### src/rtl/counter_timer_arbiter_if.sv
// Bundle of request/length inputs and grant/status outputs for the shared
// interval counter.
//   master : timing client side (drives req, len; observes status)
//   slave  : counter_timer_arbiter side
// Signals:
//   req     N_REQ        level request per requester
//   len     N_REQ*WIDTH  interval length per requester, slice i = len[i*WIDTH +: WIDTH]
//   grant   N_REQ        one-hot (or zero) current owner
//   busy    1            high whenever the arbiter is not idle
//   count   WIDTH        running count of the current interval
//   done    N_REQ        1-cycle pulse to the owner at interval end
//   aborted N_REQ        1-cycle pulse to the owner when its req dropped mid-run
interface counter_timer_arbiter_if #(
  parameter int unsigned N_REQ = 4,
  parameter int unsigned WIDTH = 4
);
  logic [N_REQ-1:0]       req;
  logic [N_REQ*WIDTH-1:0] len;
  logic [N_REQ-1:0]       grant;
  logic                   busy;
  logic [WIDTH-1:0]       count;
  logic [N_REQ-1:0]       done;
  logic [N_REQ-1:0]       aborted;

  modport master (
    output req, len,
    input  grant, busy, count, done, aborted
  );

  modport slave (
    input  req, len,
    output grant, busy, count, done, aborted
  );
endinterface

### src/rtl/counter_timer_arbiter.sv
// Shares one WIDTH-bit interval counter among N_REQ requesters.
// A round-robin arbiter picks an owner in IDLE, the FSM runs the counter for
// the owner's captured length, then pulses done (or aborted if the owner's
// request drops mid-run). All outputs are registered.
// Ports:
//   clk   : rising-edge clock
//   reset : asynchronous, active-high reset
//   bus   : counter_timer_arbiter_if.slave (req/len in; grant/busy/count/done/aborted out)
module counter_timer_arbiter #(
  parameter int unsigned N_REQ = 4,
  parameter int unsigned WIDTH = 4
) (
  input  logic                    clk,
  input  logic                    reset,
  counter_timer_arbiter_if.slave  bus
);

  localparam int unsigned IdxW = $clog2(N_REQ);
  localparam logic [WIDTH-1:0] CountOne = WIDTH'(1);

  typedef enum logic [1:0] {StIdle, StRun, StDone} state_e;

  state_e            state_q;
  logic [N_REQ-1:0]  grant_q;
  logic              busy_q;
  logic [WIDTH-1:0]  count_q;
  logic [WIDTH-1:0]  target_q;
  logic [N_REQ-1:0]  done_q;
  logic [N_REQ-1:0]  aborted_q;
  logic [IdxW-1:0]   ptr_q;
  logic [IdxW-1:0]   owner_q;

  logic              win_valid;
  logic [IdxW-1:0]   win_idx;
  logic [N_REQ-1:0]  win_onehot;
  logic [WIDTH-1:0]  win_len;

  // Round-robin pick: first set request searching upward from ptr_q + 1, wrapping.
  always_comb begin
    int cand;
    cand       = 0;
    win_valid  = 1'b0;
    win_idx    = '0;
    for (int k = 1; k <= int'(N_REQ); k++) begin
      cand = int'(ptr_q) + k;
      if (cand >= int'(N_REQ)) cand = cand - int'(N_REQ);
      if (!win_valid && bus.req[cand]) begin
        win_valid = 1'b1;
        win_idx   = IdxW'(cand);
      end
    end
    win_onehot          = '0;
    win_onehot[win_idx] = 1'b1;
    win_len             = bus.len[int'(win_idx)*int'(WIDTH) +: WIDTH];
  end

  always_ff @(posedge clk or posedge reset) begin
    if (reset) begin
      state_q   <= StIdle;
      grant_q   <= '0;
      busy_q    <= 1'b0;
      count_q   <= '0;
      target_q  <= '0;
      done_q    <= '0;
      aborted_q <= '0;
      ptr_q     <= IdxW'(N_REQ - 1);
      owner_q   <= '0;
    end else begin
      // done/aborted are single-cycle pulses unless set below.
      done_q    <= '0;
      aborted_q <= '0;
      unique case (state_q)
        StIdle: begin
          if (win_valid) begin
            grant_q  <= win_onehot;
            owner_q  <= win_idx;
            count_q  <= '0;
            target_q <= win_len;
            busy_q   <= 1'b1;
            // Zero-length interval: grant and done land in the same cycle.
            if (win_len == '0) begin
              state_q <= StDone;
              done_q  <= win_onehot;
            end else begin
              state_q <= StRun;
            end
          end
        end
        StRun: begin
          // Abort wins over the terminal-count transition.
          if (!bus.req[owner_q]) begin
            state_q   <= StIdle;
            aborted_q <= grant_q;
            grant_q   <= '0;
            count_q   <= '0;
            busy_q    <= 1'b0;
            ptr_q     <= owner_q;
          end else begin
            // Count advances on the terminal edge too, so DONE shows count == target.
            count_q <= count_q + CountOne;
            if (count_q == target_q - CountOne) begin
              state_q <= StDone;
              done_q  <= grant_q;
            end
          end
        end
        StDone: begin
          state_q <= StIdle;
          grant_q <= '0;
          count_q <= '0;
          busy_q  <= 1'b0;
          ptr_q   <= owner_q;
        end
        default: begin
          state_q <= StIdle;
          grant_q <= '0;
          count_q <= '0;
          busy_q  <= 1'b0;
        end
      endcase
    end
  end

  assign bus.grant   = grant_q;
  assign bus.busy    = busy_q;
  assign bus.count   = count_q;
  assign bus.done    = done_q;
  assign bus.aborted = aborted_q;

endmodule
### src/flat_wrapper.sv
// flat-port wrapper written by rule: the top's interface ports become plain ports
module counter_timer_arbiter_flat 
#(
  parameter int unsigned N_REQ = 4,
  parameter int unsigned WIDTH = 4
)
  (clk, reset, bus_req, bus_len, bus_grant, bus_busy, bus_count, bus_done, bus_aborted);
  counter_timer_arbiter_if #(.N_REQ(N_REQ), .WIDTH(WIDTH)) bus_i ();
  input  logic clk;
  input  logic reset;
  input wire logic [$bits(bus_i.req)-1:0] bus_req;
  input wire logic [$bits(bus_i.len)-1:0] bus_len;
  output wire logic [$bits(bus_i.grant)-1:0] bus_grant;
  output wire logic [$bits(bus_i.busy)-1:0] bus_busy;
  output wire logic [$bits(bus_i.count)-1:0] bus_count;
  output wire logic [$bits(bus_i.done)-1:0] bus_done;
  output wire logic [$bits(bus_i.aborted)-1:0] bus_aborted;
  assign bus_i.req = bus_req;
  assign bus_i.len = bus_len;
  assign bus_grant = bus_i.grant;
  assign bus_busy = bus_i.busy;
  assign bus_count = bus_i.count;
  assign bus_done = bus_i.done;
  assign bus_aborted = bus_i.aborted;
  counter_timer_arbiter #(.N_REQ(N_REQ), .WIDTH(WIDTH)) u_core (.clk(clk), .reset(reset), .bus(bus_i));
endmodule
### config.mk
export PLATFORM = sky130hd
export DESIGN_NAME = counter_timer_arbiter_flat
export DESIGN_NICKNAME = d
export VERILOG_FILES = /design/src/rtl/counter_timer_arbiter_if.sv /design/src/rtl/counter_timer_arbiter.sv /design/src/flat_wrapper.sv
export SDC_FILE = /design/constraint.sdc
export NUM_CORES = 1
export LEC_CHECK = 0
export ABC_AREA = 1
export BUFFER_PORTS_ARGS = -buffer_cell sky130_fd_sc_hd__buf_2
export CORE_ASPECT_RATIO = 1.4
export CORE_UTILIZATION = 54
export CTS_CLUSTER_SIZE = 14
export DETAILED_ROUTE_END_ITERATION = 8
export PLACE_DENSITY = 0.8
export SETUP_SLACK_MARGIN = 0.15
export SYNTH_ARGS = -nofsm -noshare
export SYNTH_HDL_FRONTEND = slang
export SYNTH_SLANG_ARGS = --single-unit
### constraint.sdc
create_clock -name clk -period 2.55 [get_ports clk]
set_input_delay 0.255 -clock clk [delete_from_list [all_inputs] [get_ports clk]]
set_output_delay 0.255 -clock clk [all_outputs]
set_load 0.005 [all_outputs]
==> metrics <==
status finished clean; WP buf/inv 1; share of layout cells above drive strength 1 between 20% and 30%; Crit. End Element flop; Worst Path Max Fanout 8; die height 68.9 microns; drt via density 5.09; most common cell in the netlist nand2_1; P&R area growth vs syn 16.7%; critical path's most frequent cell nand2_1; clock-pin slew on the worst setup and hold paths 0.08 ns; sequential area share after synthesis 39.3%; Root Driver clkbuf_8; P_leak 0.00113 uW; Final Wtd Congestion 0.841; drt initial violations 58; global-route wire length before repair 5.89 mm; Synth area leader dfrtp_1; CTS tree yes; die area between 3000 and 4000 sq um; worst vdd ir 0.941 mV; post-route setup TNS 0 ns; Skew-Pair Late Insertion Delay 0.27 ns; Residual DRC 0; initial antenna violation count 0; Hold Path Class input port to asynchronous set/reset pin; post-synthesis xor/xnor area fraction between 2 and 3%; Worst setup SP type flop; Ys Warns 0; setup repair after global routing missed its margin false; main combinational cell family by area after synthesis simple AND/OR/NAND/NOR gates; Initial Utilization 58.3%; Global Route Usage Sum 22.4%; cts hold-fix bufs 0; site row count 23; routed vias 1634; GR Overflow Total 0; syn_nets 266; die width 49.8 microns; Distinct cells, synth 27; post-synthesis compound-gate area fraction 7.97%; Final setup violation count 0; max incr delay on CP between 0.6 and 0.7 ns; minimum clock period 2.18 ns; final hold vios 0; Mapped Cells 242; diode count 0; Least-Margin Pin Slew 0.935 ns; CTS H-tree lvls 1; Slew headroom 37.6%; final core occ 68.0%; # clock sinks 27; Power Density 1420 nW/um^2; Synth Flop Type dfrtp_1; DRT Pass-1 Iters 4; Post-synth EDFFs 0; Core ar. about 3000 sq um; mux cell area share after synthesis 0%; clock skew 0.00504 ns; top post-synthesis cells by area dfrtp_1 36%, nand2_1 20%, nand2_2 6.9%; fraction of registers with async set/reset 100%; Nets 309; Layout fillers about 300; clk buf depth 2; Final ANT Viol Nets 0; Mean Syn Cell Area roughly 7.1 sq um; CP arrival 2.34 ns; Critical-path top delay cell dfstp_2; CP required 2.71 ns; fin crit share 85.5%; Max Freq 458 MHz; area share of fa/ha/maj cells after synthesis 1.45%; CP top delay family simple AND/OR/NAND/NOR gates; IO Port Bufs 38; Pins Over Slew Limit 0; IO Count 39; FF+latch count, synth 27; top cells by count, synth 90 x nand2_1, 25 x dfrtp_1, 25 x inv_1; Cell Area, Synth around 1700 sq um; largest net degree at the start of global routing 27; CTS buffer count 3; Synth Area in Simple Gates about 40%; max-cap check violation count 0; Setup CP Type flop to flop; Avg WL per Cell 11.1 microns; top-area cell type share of the netlist area 36.2%; Routed WL around 3.6 mm; dpl hpwl 2.84 mm; vias in the first global route 1458; worst-path cell chain buf_4 -> nand2_1 -> nand2_1 -> o21ai_1 -> o21ai_0 -> nand2_1 -> a21oi_2 -> nand2_1 -> nand2_1 -> nor2_4 -> nand3_1 -> nand2_1
## cells by family (layout without fill, tap and decap cells)
family | count (synthesis) | after routing
AND/OR/NAND/NOR | 153 | 153
adder cells (fa/ha/maj) | 2 | 2
XOR/XNOR | 5 | 5
buffers and inverters | 32 | 74
AO/OA/AOI/OAI | 23 | 23
flip-flops | 27 | 27
## path summary, 6_finish.rpt
check | slack (ns) | to | start | depth (start not counted)
worst max-delay path | 0.37 | u_core.bus.done[2] | u_core.ptr_q[0] | 12
worst min-delay path | 0.18 | u_core.bus.aborted[3] | reset | 2
worst max register to register | 0.37 | u_core.bus.done[2] | u_core.ptr_q[0] | 12
worst min register to register | 0.48 | u_core.bus.busy | u_core.bus.busy | 2
max in group asynchronous | 1.70 | u_core.ptr_q[0] | reset | 3
min in group clk | 0.35 | u_core.target_q[3] | bus_len[11] | 5
## stage by stage
stage	hold WS, ns	instance area (sq um)	worst slack, ns	power, uW	std cells
finish	0.180	2010	0.369	2860	321
global route	0.279	2010	0.151	3150	321
CTS	0.219	1990	0.291	2820	320
detailed placement	0.462	1950	0.304	2580	316
global placement	0.455	1950	0.347	2550	316
floorplan	0.306	1730	0.618	2250	242
## layout make-up
class,count,area [sq um],area share (%)
clock buffer,4,45.0,2.24
inverter,28,110,5.47
multi-input combinational,183,915,45.4
sequential,27,678,33.7
tap,37,46.3,2.30
timing repair buffer,42,220,10.9
## routing by layer
metal,part of all wire [%],vias up,GRT usage [%]
li1,-,841,-
met1,42,733,24.7
met2,52,53,44.3
met3,4.0,7,2.19
met4,2.0,0,8.21
met5,0,-,0
## state kept, by name, summed over array words and instances, names as in the netlist
register and cells:
u_core.bus.done 4, u_core.target_q 4, u_core.bus.count 4, u_core.bus.busy 1, u_core.ptr_q 2, u_core.bus.grant 4, u_core.bus.aborted 4, u_core.owner_q 2
u_core.state_q 2
## cells in the final DEF, fill, tap and decap left out, types with 2 or more instances in the layout
cell and count:
xnor2_1 3, nand3_4 2, buf_4 4, nand2_1 90
buf_2 38, o21ai_0 10, inv_2 2, o22ai_1 4
dfstp_2 2, nand3_1 21, a21oi_1 2, inv_1 25
nor2_1 15, xor2_1 2, clkbuf_8 3, ha_1 2
nand2_2 19, nor2_4 3, dfrtp_1 25
## where the power goes
group,switching [uW],total [uW],internal (uW)
Sequential,109,692,583
Combinational,1270,1930,665
Clock,125,237,112
Total,1500,2860,1360
## repair_timing
item / CTS / global route
gates resized for setup: 0 / 3
buffers inserted: 0 / 1
endpoints found under the setup margin: 0 / 7
Note: power is estimated with default switching activity, not from simulation.
